==> config.mk <==
export PLATFORM = sky130hd
export DESIGN_NAME = operand_fetch
export DESIGN_NICKNAME = d
export VERILOG_FILES = /design/src/rtl/operand_fetch.sv
export SDC_FILE = /design/constraint.sdc
export NUM_CORES = 1
export LEC_CHECK = 0
export CAP_MARGIN = 15
export CELL_PAD_IN_SITES_DETAIL_PLACEMENT = 1
export CELL_PAD_IN_SITES_GLOBAL_PLACEMENT = 2
export CORE_UTILIZATION = 24
export DETAILED_ROUTE_END_ITERATION = 10
export PLACE_DENSITY_LB_ADDON = 0.12
export SYNTH_ARGS = -nofsm -noshare
export SYNTH_HDL_FRONTEND = slang
export SYNTH_SLANG_ARGS = --single-unit
==> constraint.sdc <==
create_clock -name clk -period 3.4 [get_ports clk]
set_input_delay 0.85 -clock clk [delete_from_list [all_inputs] [get_ports clk]]
set_output_delay 0.85 -clock clk [all_outputs]
set_load 0.05 [all_outputs]
==> src/rtl/operand_fetch.sv <==
// operand_fetch: GRF read-side issue stage with busy-bit scoreboard, writeback bypass and registered valid/ready output.
// Ports: decoded instruction in (in_*), GRF read port (grfA*/grfRD*), snooped GRF write port (wb_*),
//        operand bundle out (out_*), saturating stall counter (stall_cycles).
// Optional: define OPFETCH_TRACE_EN to print issue/stall trace lines.
module operand_fetch #(
  parameter int STALL_CNT_W = 32
) (
  input  logic                   clk,
  input  logic                   reset,
  input  logic                   in_valid,
  output logic                   in_ready,
  input  logic [4:0]             in_rs,
  input  logic [4:0]             in_rt,
  input  logic [4:0]             in_rd,
  input  logic                   in_wen,
  input  logic [31:0]            in_pc,
  output logic [4:0]             grfA1,
  output logic [4:0]             grfA2,
  input  logic [31:0]            grfRD1,
  input  logic [31:0]            grfRD2,
  input  logic                   wb_valid,
  input  logic [4:0]             wb_addr,
  input  logic [31:0]            wb_data,
  output logic                   out_valid,
  input  logic                   out_ready,
  output logic [31:0]            out_op1,
  output logic [31:0]            out_op2,
  output logic [4:0]             out_rd,
  output logic                   out_wen,
  output logic [31:0]            out_pc,
  output logic [STALL_CNT_W-1:0] stall_cycles
);
  logic [31:0] busy_q, busy_d;
  logic out_valid_q, out_valid_d, out_wen_q, out_wen_d;
  logic [31:0] out_op1_q, out_op1_d, out_op2_q, out_op2_d, out_pc_q, out_pc_d;
  logic [4:0] out_rd_q, out_rd_d;
  logic [STALL_CNT_W-1:0] stall_q, stall_d;
  logic m_rs, m_rt, m_rd, hazard, accept;
  assign grfA1 = in_rs;
  assign grfA2 = in_rt;
  assign out_valid = out_valid_q;
  assign out_op1 = out_op1_q;
  assign out_op2 = out_op2_q;
  assign out_rd = out_rd_q;
  assign out_wen = out_wen_q;
  assign out_pc = out_pc_q;
  assign stall_cycles = stall_q;
  always_comb begin
    m_rs = wb_valid && wb_addr == in_rs && in_rs != 5'd0;
    m_rt = wb_valid && wb_addr == in_rt && in_rt != 5'd0;
    m_rd = wb_valid && wb_addr == in_rd && in_rd != 5'd0;
    // a register being written back this cycle is no longer a hazard
    hazard = (busy_q[in_rs] && !m_rs) || (busy_q[in_rt] && !m_rt) || (in_wen && busy_q[in_rd] && !m_rd);
    in_ready = (!out_valid_q || out_ready) && !hazard;
    accept = in_valid && in_ready;
    out_valid_d = accept ? 1'b1 : (out_ready ? 1'b0 : out_valid_q);
    out_op1_d = !accept ? out_op1_q : in_rs == 5'd0 ? 32'd0 : m_rs ? wb_data : grfRD1;
    out_op2_d = !accept ? out_op2_q : in_rt == 5'd0 ? 32'd0 : m_rt ? wb_data : grfRD2;
    out_rd_d = accept ? in_rd : out_rd_q;
    out_wen_d = accept ? (in_wen && in_rd != 5'd0) : out_wen_q;
    out_pc_d = accept ? in_pc : out_pc_q;
    busy_d = busy_q;
    if (wb_valid) busy_d[wb_addr] = 1'b0;
    // set after clear so a same-register set wins
    if (accept && in_wen) busy_d[in_rd] = 1'b1;
    busy_d[0] = 1'b0;
    stall_d = (in_valid && !in_ready && ~&stall_q) ? stall_q + STALL_CNT_W'(1) : stall_q;
  end
  always_ff @(posedge clk) begin
    if (reset) begin
      busy_q <= '0;
      out_valid_q <= 1'b0;
      out_op1_q <= '0;
      out_op2_q <= '0;
      out_rd_q <= '0;
      out_wen_q <= 1'b0;
      out_pc_q <= '0;
      stall_q <= '0;
    end else begin
      busy_q <= busy_d;
      out_valid_q <= out_valid_d;
      out_op1_q <= out_op1_d;
      out_op2_q <= out_op2_d;
      out_rd_q <= out_rd_d;
      out_wen_q <= out_wen_d;
      out_pc_q <= out_pc_d;
      stall_q <= stall_d;
    end
  end
`ifdef OPFETCH_TRACE_EN
  always_ff @(posedge clk) begin
    if (!reset && accept) $display("@%h: issue rs=$%d rt=$%d rd=$%d", in_pc, in_rs, in_rt, in_rd);
    if (!reset && in_valid && hazard) $display("@%h: stall", in_pc);
  end
`else
`endif
endmodule
=== Word-level counts from Yosys, hierarchy flattened ===
Cells that the tools add are included.

* Memories: 0
* Latch bits: 0
* Output and inout port bits: 146
* RAM bits: 0
* Logic and storage cells: 75
* Input port bits: 154
* Register bits: 167
* ROM bits: 0

* $mul: 0
* Divide/modulo/power cells: 0
* Reductions and logical operators: 35
* Shift operators: 0
* Equal/unequal tests: 3
* Bitwise gates (word level): 3
* $add $sub $neg: 1
* Muxes and demuxes: 18
* $lt $le $gt $ge: 6

{| class="wikitable"
|+ Operators by type and width
! kind !! number
|-
| $mux 32 || 6
|-
| $add 32x1->32 const B || 1
|-
| $and 32x32->32 || 1
|-
| $not 32->32 || 1
|-
| $or 32x32->32 || 1
|-
| $reduce_and 32->1 || 1
|-
| $lt 5x6->1 const B || 4
|-
| $logic_and 1x1->1 || 18
|-
| $bmux 1 s5 || 3
|-
| $eq 5x5->1 || 3
|-
| $reduce_bool 5->1 || 3
|-
| $demux 1 s5 || 2
|-
| $ge 5x1->1 const B || 2
|-
| $logic_not 5->1 || 2
|-
| $logic_not 1->1 || 7
|-
| $mux 1 || 7
|-
| $logic_or 1x1->1 || 3
|-
| $reduce_bool 2->1 || 1
|}

=== Depth between registers and ports, before layout ===
Gate-level depths: netlist of the first run.

* Depth in word-level cells: 12
* Depth in mapped cells: 13
* Mapped depth without buffers: 9

=== Worst setup path before layout of the first run ===
OpenSTA, ideal clock, no wires.

* Kind: input to output
* Start point: input in_rd[1]
* End point: output in_ready
* Path slack: -0.284 ns
* Stages: 10
* Buffers on the path: 3
* Data arrival time: 2.834 ns
* Required time: 2.550 ns
* Path through: clkbuf_1 mux2i_1 o32ai_1 o31ai_1 nand4_1 a31oi_1 nand2_1 inv_2 buf_2 buf_2

* Longest elaborated chain between the ends: 8
* Elaborated cells on any way between the ends: 12
* Classes of those cells: 1 x eq/ne; 2 x mux; 9 x reduce/logical

{| class="wikitable"
|+ RTL lines
! element !! line !! text
|-
| start, declared || 14 || <nowiki>input logic [4:0] in_rd,</nowiki>
|-
| branches (longest 4 deep; another with $bmux 1 s5) || - ||
|-
| $logic_and 1x1->1 * || 53 || <nowiki>hazard = (busy_q[in_rs] && !m_rs) || (busy_q[in_rt] && !m_rt) || (in_wen && busy_q[in_rd] && !m_rd);</nowiki>
|-
| $logic_or 1x1->1 * || 53 ||
|-
| $logic_not 1->1 * || 54 || <nowiki>in_ready = (!out_valid_q || out_ready) && !hazard;</nowiki>
|-
| $logic_and 1x1->1 * || 54 ||
|-
| end, declared || 11 || <nowiki>output logic in_ready,</nowiki>
|}

Mark *: on every way between the ends. The select of a mux whose other input is x is not followed.

=== Final worst setup path of the first run ===
* Start point: input in_rd[0]
* End point: output in_ready

The elaborated chain is that of the path after synthesis.

==> results of run 1 <==
critical path, delay by kind of cell:
family | cells | cell delay [ns]
and+or+nand+nor | 3 | 0.47
muxes | 1 | 0.53
AOI/OAI and AO/OA | 2 | 0.36
buffers and inverters | 3 | 0.39
cells by family after synthesis:
kind of cell | after synthesis | synth area share (%)
buf+inv | 108 | 5.87
simple gates | 334 | 20.5
flops | 166 | 38.5
fa+ha+maj | 1 | 0.145
xor+xnor | 15 | 1.52
mux | 120 | 15.5
compound gates | 216 | 18.0
cells in the final DEF, fill, tap and decap left out, types with 10 or more instances in the layout:
master	n
o21ai_0	25
clkbuf_16	17
buf_6	10
nand4_1	11
dfxtp_1	166
o31ai_1	17
o211ai_1	19
and3_1	11
or4_1	17
mux2i_1	90
nand2_1	63
nor2b_1	16
nand3_1	66
nor2_1	26
a21oi_1	51
nor3_1	68
a31o_2	65
mux2_2	15
buf_4	101
buf_12	24
clkdlybuf4s50_1	267
o21ai_2	10
state kept, by name (all words and copies together), names as in the netlist:
name,count
out_wen,1
stall_cycles,32
out_rd,5
out_pc,32
out_op1,32
busy_q,31
out_op2,32
out_valid,1
power by group through the flow:
stage	sequential [mW]	clock [mW]	combinational (mW)
detailed placement	2.11	0	1.30
finish	2.06	2.07	1.34
global route	2.07	2.21	1.42
CTS	2.06	2.15	1.34
global placement	2.11	0	1.30
floorplan	2.38	0	0.421
repair_timing:
action / CTS / global route
setup buffers: 16 / 6
setup endpoints to repair: 58 / 1
pin swaps: 13 / 19
gates resized for setup: 60 / 51
gates cloned: 2 / 0
how the worst min path moves through the flow:
stage,from,to
5_1_grt,out_pc[25]$_SDFFE_PP0P_,out_pc[25]$_SDFFE_PP0P_
2_1_floorplan,busy_q[8]$_SDFF_PP0_,busy_q[8]$_SDFF_PP0_
3_5_place_dp,out_pc[6]$_SDFFE_PP0P_,out_pc[6]$_SDFFE_PP0P_
6_report,out_pc[28]$_SDFFE_PP0P_,out_pc[28]$_SDFFE_PP0P_
4_1_cts,out_pc[28]$_SDFFE_PP0P_,out_pc[28]$_SDFFE_PP0P_
3_3_place_gp,out_pc[29]$_SDFFE_PP0P_,out_pc[29]$_SDFFE_PP0P_
area by class of cell:
class,instances,area share [%]
multi-input cells,686,36.6
repair buffers,423,30.5
flip-flops and latches,166,24.1
well taps,461,4.18
clock buffers,19,3.28
clock inverters,12,1.09
inverters,9,0.281
diodes,1,0.0181
per-stage QoR:
step	std cells	instance area (um^2)	TNS (ns)	total power, mW
after global placement	1723	12800	-59.30	3.40
final	1777	13800	-0.0396	5.48
after global routing	1776	13800	-0.137	5.71
after detailed placement	1723	12800	-75.46	3.41
after floorplan	960	8670	0	2.80
after CTS	1772	13700	-0.126	5.55
metal layers:
metal | part of all wire [%] | global-route usage [%] | up-vias
met3 | 6.5 | 5.26 | 27
met2 | 49 | 32.1 | 214
met4 | 1.2 | 5.16 | 0
met1 | 43 | 23.9 | 4387
met5 | 0 | 0 | -
li1 | - | - | 4278
==> run_results.csv, run 1 <==
group,metric,value,unit
outcome,status,"finished, violations left",
outcome,violations,"negative setup slack",
critical_path,crit_chain,"clkbuf_4 > mux4_2 > nor2b_2 > a21oi_2 > nand4_1 > a31oi_4 > nand2_2 > inv_2 > buf_12",
placement,port_buffers,299,
sta,finalMaxSlewViolations,0,
sta,finalHoldViolCount,0,
power,p_leak,5.17,nW
synthesis,synthesis.nets,1115,
synthesis,synth.largest_area_cell,"dfxtp_1",
grt,grt_pass1_wl,53.8,mm
cells_and_area,regArea,3320,um^2
placement,gp_congestion,0.806,
sta,max_slew_margin,36.8,%
critical_path,crit_end,"in_ready",
power,pwr-share-seq,37.7,%
floorplan,die_x,192,um
cells_and_area,final_util,38.9,%
clock_network,cts-root-buf,"clkbuf_16",
synthesis,synth_top_area_share,38.5,%
synthesis,ys_top_cells_by_count,"166 x dfxtp_1, 95 x mux2i_1, 69 x nand3_1",
sta,whs,0.455,ns
critical_path,worstPathMaxFanout,3,
power,power_density,397,nW/um^2
detailed_routing,wirelength,35.6,mm
critical_path,cp-start-kind,"primary input",
synthesis,async_flop_share,0,%
floorplan,initial_core_util,24.3,%
floorplan,fp-row-count,69,
power,p_comb_share,24.5,%
synthesis,synth_edf_count,0,
power,pwr-share-clk,37.9,%
critical_path,critPathKind,"in -> out",
clock_network,cts_tree,"yes",
worst_hold_path,hold_class,"reg -> reg",
cells_and_area,drive_gt1_share,24.8,%
synthesis,netlist_area,8640,um^2
grt,overflow,0,
grt,grt_max_degree,83,
sta,tightest_slew,0.949,ns
clock_network,cts_made_buffers,17,
floorplan,ios,300,
detailed_routing,route.detailed.drc,0,
synthesis,syn_area_per_cell,9.00,um^2
critical_path,slowest_delay,0.53,ns
critical_path,r2r_end,"out_op1[6]$_SDFFE_PP0P_",
critical_path,arrival,2.59,ns
placement,place.detailed.hpwl,25.3,mm
detailed_routing,wl_per_cell,20.1,um
synthesis,post-synth-top-count-cell,"dfxtp_1",
cells_and_area,final_nets,1458,
clock_network,cts.sinks,166,
sta,layout_setup_ws,-0.0396,ns
clock_network,clk_path_buf_depth,2,
floorplan,core_area,35500,um^2
clock_network,cts_hold_buf,0,
sta,min_period,3.44,ns
power,power_switching,1.68,mW
synthesis,synthTopCellsByArea,"dfxtp_1 38%, mux2i_1 11%, a31o_2 6.6%",
critical_path,critPathRequiredTime,2.55,ns
power,swShare,30.7,%
detailed_routing,first_pass_iters,5,
sta,rsz0062_at_grt,"yes",
clock_network,insertion_delay,0.45,ns
floorplan,die_h,192,um
critical_path,end_kind,"primary output",
sta,setup_viol,1,
power,internal_power,3.80,mW
clock_network,clk_pin_slew_worst_paths,0.06,ns
critical_path,rr_startpoint,"busy_q[7]$_SDFF_PP0_",
worst_hold_path,min_delay_path_depth,2,
detailed_routing,drt_iter0_markers,314,
synthesis,synth_ff_type,"dfxtp_1",
sta,skew,0.0137,ns
sta,fin_crit_sh,101,%
critical_path,critical_path.slowest_cell,"mux4_2",
cells_and_area,fillers,4010,
flow_run,drv_cap,0,
synthesis,ys_seq_area_share,38.5,%
power,vdd_drop_max,359,uV
critical_path,cp-startpoint,"in_rd[0]",
placement,pre_cts_ws,-0.685,ns
sta,max_freq,291,MHz
floorplan,die-area,36800,um^2
detailed_routing,viasPerCell,5.01,
grt,antenna_found_initial,0,
grt,grt.total_usage,19.2,%
synthesis,ys_types,59,
grt,grt_pass1_vias,9116,
detailed_routing,via_count,8906,
cells_and_area,multi_input_area,5060,um^2
critical_path,rrSetupSlack,0.44,ns
detailed_routing,ant_nets,0,
synthesis,ys_seq_elements,166,
cells_and_area,syn_to_final_growth,59.9,%
synthesis,yosysWarningCount,0,
synthesis,postSynthCellCount,960,
clock_network,h-tree-depth,4,
critical_path,reg2regPathDepth,14,
Note: power is estimated with default switching activity, not from simulation.
==> run 2, diff against run 1 <==
Settings changed: SETUP_SLACK_MARGIN set to 0.1.
==> run_results.csv, run 2 (same netlist as run 1, synthesis figures left out) <==
group,metric,value,unit
power,finalPower,5.43,mW
power,power_density,392,nW/um^2
worst_hold_path,hold_class,"reg -> reg",
sta,skew,0.00965,ns
cells_and_area,final_nets,1463,
clock_network,cts.sinks,166,
worst_hold_path,min_delay_path_depth,2,
grt,overflow,0,
outcome,violations,"negative setup slack",
clock_network,insertion_delay,0.45,ns
detailed_routing,via_count,8847,
critical_path,cp-start-kind,"primary input",
grt,use_met2,32.0,%
critical_path,critPathKind,"in -> out",
clock_network,cts_tree,"yes",
floorplan,fp-row-count,69,
sta,whs,0.455,ns
detailed_routing,viasPerCell,4.96,
critical_path,critPathRequiredTime,2.55,ns
clock_network,h-tree-depth,4,
sta,layout_setup_ws,-0.0255,ns
sta,min_period,3.43,ns
critical_path,arrival,2.58,ns
detailed_routing,ant_nets,0,
floorplan,ios,300,
grt,met3_usage,6.47,%
sta,tightest_slew,0.981,ns
floorplan,core_area,35500,um^2
floorplan,die_h,192,um
sta,fin_crit_sh,101,%
placement,gp_congestion,0.791,
clock_network,cts_made_buffers,17,
floorplan,die_x,192,um
placement,port_buffers,299,
cells_and_area,most-common-layout-cells,"267 x clkdlybuf4s50_1, 166 x dfxtp_1, 100 x buf_4, 91 x mux2i_1",
placement,place.detailed.hpwl,25.7,mm
grt,grt_max_degree,83,
detailed_routing,first_pass_iters,5,
grt,grt.total_usage,19.3,%
power,vdd_drop_max,350,uV
floorplan,die-area,36800,um^2
sta,finalHoldViolCount,0,
detailed_routing,wirelength,35.8,mm
detailed_routing,wl_per_cell,20.0,um
clock_network,clk_pin_slew_worst_paths,0.07,ns
detailed_routing,drt_iter0_markers,351,
sta,finalMaxSlewViolations,0,
grt,antenna_found_initial,1,
critical_path,worstPathMaxFanout,5,
power,p_leak,5.18,nW
critical_path,end_kind,"primary output",
clock_network,cts_hold_buf,0,
sta,setup_viol,1,
grt,grt_pass1_wl,53.6,mm
floorplan,initial_core_util,24.3,%
cells_and_area,final_common_cell,"clkdlybuf4s50_1",
cells_and_area,syn_to_final_growth,60.3,%
grt,grt_util_met1,23.3,%
clock_network,cts-root-buf,"clkbuf_16",
detailed_routing,route.detailed.drc,0,
clock_network,clk_path_buf_depth,2,
outcome,status,"finished, violations left",
sta,max_freq,292,MHz
grt,grt.busiest_layer,"met2",
sta,rsz0062_at_grt,"yes",
sta,max_slew_margin,34.6,%
grt,grt_pass1_vias,9155,
flow_run,drv_cap,0,
cells_and_area,drive_gt1_share,24.5,%
critical_path,reg2regPathDepth,13,
-- run 2: routing by layer --
layer  vias up  share of wire (%)
met5         -                  0
met4         0                1.3
met3        26                7.5
met2       221                 49
met1      4313                 42
li1       4287                  -
-- run 2: cell type report --
cell class	count	area, um^2
inverter	9	37.5
clock inverter	14	154
tap	461	577
sequential	166	3320
antenna	2	5.00
multi-input combinational	686	5040
timing repair buffer	428	4280
clock buffer	18	439
fill	3994	21600
-- run 2: metrics by stage --
step / instance area, um^2 / instances / setup WS (ns) / util, % / TNS (ns)
2_1_floorplan: 8670 / 960 / 0.00188 / - / 0
4_1_cts: 13700 / 1778 / -0.0821 / 38.5 / -0.0821
5_1_grt: 13800 / 1783 / -0.106 / 39.0 / -0.106
6_report: 13800 / 1784 / -0.0255 / 39.0 / -0.0255
3_3_place_gp: 12800 / 1727 / -0.569 / 36.0 / -49.43
3_5_place_dp: 12800 / 1727 / -0.606 / 36.0 / -55.40
-- run 2: critical path: stages --
cell	delay (ns)
buf_8	0.10
buf_12	0.12
buf_6	0.11
buf_6	0.11
xor2_2	0.13
nor4_1	0.25
and3_1	0.25
o21ai_4	0.08
a41oi_2	0.18
buf_6	0.15
nand2_4	0.05
inv_4	0.06
buf_12	0.13
-- run 2: timing repair --
action                     CTS  global route
pin swaps                   12            19
hold endpoints to repair     0             0
cloned                       3             0
setup buffers               16             4
gates resized for setup     63            47
setup endpoints to repair   33             2
-- run 2: path summary, 6_finish.rpt --
check / start / slack, ns / end
setup reg to reg: busy_q[7]$_SDFF_PP0_ / 0.57 / out_op1[7]$_SDFFE_PP0P_
hold reg to reg: out_pc[31]$_SDFFE_PP0P_ / 0.46 / out_pc[31]$_SDFFE_PP0P_
hold / removal: out_pc[31]$_SDFFE_PP0P_ / 0.46 / out_pc[31]$_SDFFE_PP0P_
setup / recovery: in_rs[0] / -0.03 / in_ready
-- run 2: report_power, final --
part           total (mW)  internal, mW  switching (mW)
Combinational        1.35         0.593           0.759
Clock                2.01          1.11           0.905
Sequential           2.06          2.02          0.0406
